$ cat src/rtl/spart_baud_ctrl.sv
// spart_baud_ctrl: sequences divisor reloads into the SPART baud generator.
// A configuration request selects one of four baud divisors. The request is
// serviced once both transmitter and receiver are between frames. The two
// divisor bytes are then strobed into the generator, low byte first.
// Optional feature: define SPART_BAUD_CPU_EN to compile in the direct
// processor divisor-write path (cpu_wr / cpu_addr / cpu_data, cpu_stall).
module spart_baud_ctrl (
   input  logic       clk,
   input  logic       rst,
   input  logic [1:0] br_cfg,
   input  logic       cfg_req,
   input  logic       tx_busy,
   input  logic       rx_busy,
   input  logic       brg_ready,
   input  logic       cpu_wr,
   input  logic [1:0] cpu_addr,
   input  logic [7:0] cpu_data,
   output logic [7:0] brg_data,
   output logic       brg_load_low,
   output logic       brg_load_high,
   output logic       cfg_busy,
   output logic       cfg_done,
   output logic [1:0] cur_baud,
   output logic       cpu_stall
);

   typedef enum logic [2:0] {
      IDLE,
      WAIT_IDLE,
      LOAD_LO,
      LOAD_HI,
      WAIT_RDY,
      DONE
   } state_t;

   state_t      state;
   logic        pending;
   logic [1:0]  pend_sel;   // selection of the single request held pending
   logic [1:0]  sel_q;      // selection of the sequence in flight
   logic [15:0] div_sel;
   logic        cpu_grant;
   logic        cpu_lo;
   logic        cpu_hi;

`ifdef SPART_BAUD_CPU_EN
   logic cpu_hit;
   // Only addresses 10/11 target the divisor; 00/01 are ignored entirely.
   assign cpu_hit   = cpu_wr & cpu_addr[1];
   assign cpu_grant = cpu_hit & (state == IDLE);
   assign cpu_lo    = cpu_grant & ~cpu_addr[0];
   assign cpu_hi    = cpu_grant &  cpu_addr[0];
   // Outside IDLE the FSM owns the strobes, so the CPU must hold its write.
   assign cpu_stall = cpu_hit & (state != IDLE);
`else
   logic unused_cpu;
   assign unused_cpu = ^{cpu_wr, cpu_addr};
   assign cpu_grant  = 1'b0;
   assign cpu_lo     = 1'b0;
   assign cpu_hi     = 1'b0;
   assign cpu_stall  = 1'b0;
`endif

   // Divisor lookup for the selection currently being loaded.
   always_comb begin
      case (sel_q)
         2'b00:   div_sel = 16'h0516;
         2'b01:   div_sel = 16'h028B;
         2'b10:   div_sel = 16'h0145;
         default: div_sel = 16'h00A3;
      endcase
   end

   // Strobes and data bus decoded from state, or from a granted CPU write in IDLE.
   always_comb begin
      brg_load_low  = (state == LOAD_LO) | cpu_lo;
      brg_load_high = (state == LOAD_HI) | cpu_hi;
      if (state == LOAD_LO)
         brg_data = div_sel[7:0];
      else if (state == LOAD_HI)
         brg_data = div_sel[15:8];
      else if (cpu_grant)
         brg_data = cpu_data;
      else
         brg_data = 8'h00;
   end

   assign cfg_busy = (state != IDLE) | pending;
   assign cfg_done = (state == DONE);

   // Reload sequencer with a one-deep pending-request latch.
   always_ff @(posedge clk) begin
      if (rst) begin
         state    <= IDLE;
         pending  <= 1'b0;
         pend_sel <= 2'b01;
         sel_q    <= 2'b01;
         cur_baud <= 2'b01;
      end else begin
         case (state)
            IDLE: begin
               if (cpu_grant) begin
                  // CPU write owns this cycle; keep any request for the next one.
                  if (cfg_req) begin
                     pending  <= 1'b1;
                     pend_sel <= br_cfg;
                  end
               end else if (cfg_req || pending) begin
                  sel_q   <= cfg_req ? br_cfg : pend_sel;
                  pending <= 1'b0;
                  state   <= WAIT_IDLE;
               end
            end
            WAIT_IDLE: if (!tx_busy && !rx_busy) state <= LOAD_LO;
            LOAD_LO:   state <= LOAD_HI;
            LOAD_HI:   state <= WAIT_RDY;
            WAIT_RDY:  if (brg_ready) state <= DONE;
            DONE: begin
               cur_baud <= sel_q;
               state    <= IDLE;
            end
            default:   state <= IDLE;
         endcase
         // Requests arriving mid-sequence are held; the latest one wins.
         if (state != IDLE && cfg_req) begin
            pending  <= 1'b1;
            pend_sel <= br_cfg;
         end
      end
   end

endmodule

$ cat config.mk
export PLATFORM = sky130hd
export DESIGN_NAME = spart_baud_ctrl
export DESIGN_NICKNAME = d
export VERILOG_FILES = /design/src/rtl/spart_baud_ctrl.sv
export SDC_FILE = /design/constraint.sdc
export NUM_CORES = 1
export LEC_CHECK = 0
export CAP_MARGIN = 40
export CORE_MARGIN = 2
export CORE_UTILIZATION = 39
export CTS_CLUSTER_DIAMETER = 120
export DETAILED_ROUTE_END_ITERATION = 8
export PLACE_DENSITY = 0.91
export SLEW_MARGIN = 10
export SYNTH_ARGS = -nofsm -noshare
export SYNTH_HDL_FRONTEND = slang
export SYNTH_SLANG_ARGS = --single-unit
$ cat constraint.sdc
create_clock -name clk -period 2.7 [get_ports clk]
set_input_delay 0.54 -clock clk [delete_from_list [all_inputs] [get_ports clk]]
set_output_delay 0.54 -clock clk [all_outputs]
set_load 0.02 [all_outputs]
==> summary.md <==
| Metric | Value |
|---|---|
| Post-synthesis cell type count | 31 |
| Multiplexer share of the synthesized area | 8.351% |
| Net Count, Synth | 88 |
| Netlist Area Pre-Place | between 500 and 600 µm² |
| Final net count | ~110 |
| Synth-to-Final Area Change | 35.28% |
| Fin crit share | 90.54% |
| Min cycle time layout | 2.445 ns |
| P_leak | 0.3255 nW |
| Final Hold Fails | 0 |
| DIE AREA | 1866 µm² |
| Clock Skew | 0.004766 ns |
| Post-CTS setup repair buffer count | 0 |
| Ys flop type | dfxtp_1 |
| H-tree depth | 1 |
| Core area | about 1500 µm² |
| Die Ht | 43.20 µm |
| FMAX | 409.1 MHz |
| Routed wire per std cell | 11.76 µm |
| GRT Util Overall | approximately 14% |
| Antenna Nets Post-Route | 0 |
| Via Count | between 500 and 600 |
| Synth Area in XOR/XNOR | 0% |
| Final Core Density | between 50 and 60% |
| Final wirelength | 1.211 mm |
| Peak VDD IR | 0.2503 mV |
| Ant diodes | 0 |
| CTS Buffer Depth | 2 |
| Synth top area cells | dfxtp_1 (33%), mux2i_1 (8.4%), nor2_1 (5.0%) |
| Yosys warns | 0 |
| Sum Neg Setup Slack | 0 ns |
| CP Max Fanout | 9 |
| Worst-skew pair later-pin latency | 0.26 ns |
| CP Class | flip-flop to primary output |
| DP Cell Count | 100 |
| Initial core utilization | 40.73% |
| CTS tree | yes |
| Die width | roughly 43 µm |
| Global-route wire length before repair | 2.014 mm |
| Synth top cells by count | dfxtp_1 (10), nor2_1 (8), a21oi_1 (5), mux2i_1 (5) |
| Area leader, netlist | dfxtp_1 |
| Cells after Synth | 69 |
| Synth async-reset ratio | 0% |
| Pin count of the biggest net entering global routing | 15 |
| Setup Viol. Count Final | 0 |
| Critical Path Start Type | flip-flop |
| Hold Buf Count CTS | 0 |
| Initial DRC Count | 4 |
| I/O Buffers | 21 |
| Worst endpoint data arrival time | between 1.5 and 2 ns |
| Top-area cell type share of the netlist area | 33.40% |
| Complex-gate fraction of the synthesized area | 14.82% |
| Mean area per synthesized cell | 8.686 µm² |
| Post-CTS sizing | 0 |
| DR pass1 iterations | 4 |
| Worst Max-Slew Pin Slew | approximately 0.56 ns |
| RD Place Congestion | 0.7559 |
| Yosys reg bits | 10 |
| Status | finished, final reports clean |
| Top-count cell post-synth | dfxtp_1 |
| Worst hold slack | ~0.46 ns |
| Reg clk slew, reported paths | 0.06 ns |
| Cell Chain, Critical Path | nor3b_4 > and2_1 > and2b_1 > clkdlybuf4s50_1 |
| # rows | 14 |
| Worst Setup End Kind | primary output |
| Share of cells above drive strength 1 | around 11% |
| Post-synthesis sequential area ratio | between 30% and 40% |
| Synth Area in Adders | 0% |
| Worst EP required | between 2 and 2.5 ns |
| Boundary pin count | 34 |
| Max-slew violations | 0 |
| Post-DP HPWL | 915.3 µm |
| Post-synth EDFFs | 0 |
| Overflow after GRT | 0 |
| Max incr delay on CP | 0.59 ns |
| Vias in the first global route | 487 |
| CTS Sinks | 10 |
| Synth Area in Simple Gates | 34.66% |
| Worst hold path type | flip-flop to flip-flop |
| Slowest CP cell | clkdlybuf4s50_1 |
| Cell Count, Final, Fillers Out | 103 |
| Clk root buf | clkbuf_4 |
| Max Cap Viol | 0 |
| Initial antenna violation count | 0 |
| DRC | 0 |
| Largest family of logic cells by synthesized area | simple AND/OR/NAND/NOR gates |
| Cts bufs inserted | 3 |
| RSZ-0062 raised after global routing | no |
| Slew margin rel. | 62.67% |
| PwrDens | 479.7 nW/µm² |
| Vias per std cell | 5.184 |
==> power breakdown <==
| group | switching (mW) | internal, mW |
|---|---|---|
| clock network | 0.0451 | 0.0512 |
| registers | 0.0285 | 0.160 |
| logic | 0.0480 | 0.0561 |
==> critical path, delay by kind of cell (launching register included) <==
kind                   cells  cell delay, ns
buffers and inverters      1            0.59
DFF                        1            0.51
and+or+nand+nor            3            0.56
==> path summary, 6_finish.rpt <==
check,start,to,slack (ns),cells past startpoint
worst min register to register,cur_baud[0],cur_baud[0],0.46,1
worst min-delay path,cur_baud[0],cur_baud[0],0.46,1
worst max-delay path,state[1],brg_data[3],0.26,4
worst max register to register,state[0],state[0],1.37,3
==> routing by layer <==
layer | wire (µm) | GRT usage (%) | up-vias
li1 | - | - | 279
met1 | 537 | 17.31 | 235
met2 | 597 | 24.18 | 20
met3 | 76 | 2.553 | 0
met4 | 0 | 3.636 | 0
met5 | 0 | 0 | -
==> area by class of cell <==
class	count	area, µm²
well taps	16	20.02
flip-flops and latches	10	200.2
repair buffers	21	210.2
inverters	2	7.507
clock buffers	3	22.52
fillers	152	660.6
multi-input cells	51	350.3
==> logic make-up (layout without fill, tap and decap cells) <==
logic type	Yosys count	count (layout)
compound gates	12	12
mux	5	5
other cells	1	1
buf+inv	8	26
simple gates	33	33
flops	10	10
==> stage by stage <==
stage / cell area, µm² / total power, mW / setup slack [ns]
after floorplan: 599.3 / 0.2616 / 0.8043
after global placement: 788.3 / 0.2905 / 0.5612
after detailed placement: 788.3 / 0.2961 / 0.5227
after CTS: 810.8 / 0.3946 / 0.2390
after global routing: 810.8 / 0.4148 / 0.1107
final: 810.8 / 0.3889 / 0.2554
==> registers in the layout, summed over array words and instances (netlist names) <==
name	flops
cur_baud	2
pend_sel	2
pending	1
sel_q	2
state	3
==> cell usage in the layout (no fill, tap or decap), types with 2 or more instances in the layout <==
| master | count |
|---|---|
| a211oi_1 | 2 |
| a21oi_1 | 5 |
| and3_1 | 2 |
| clkbuf_4 | 3 |
| clkdlybuf4s50_1 | 21 |
| dfxtp_1 | 10 |
| inv_1 | 2 |
| mux2i_1 | 5 |
| nand2_1 | 2 |
| nor2_1 | 8 |
| nor2b_1 | 3 |
| nor3_1 | 3 |
| nor3b_1 | 3 |
| or2_2 | 2 |
Power figures use the tool's default switching activity.
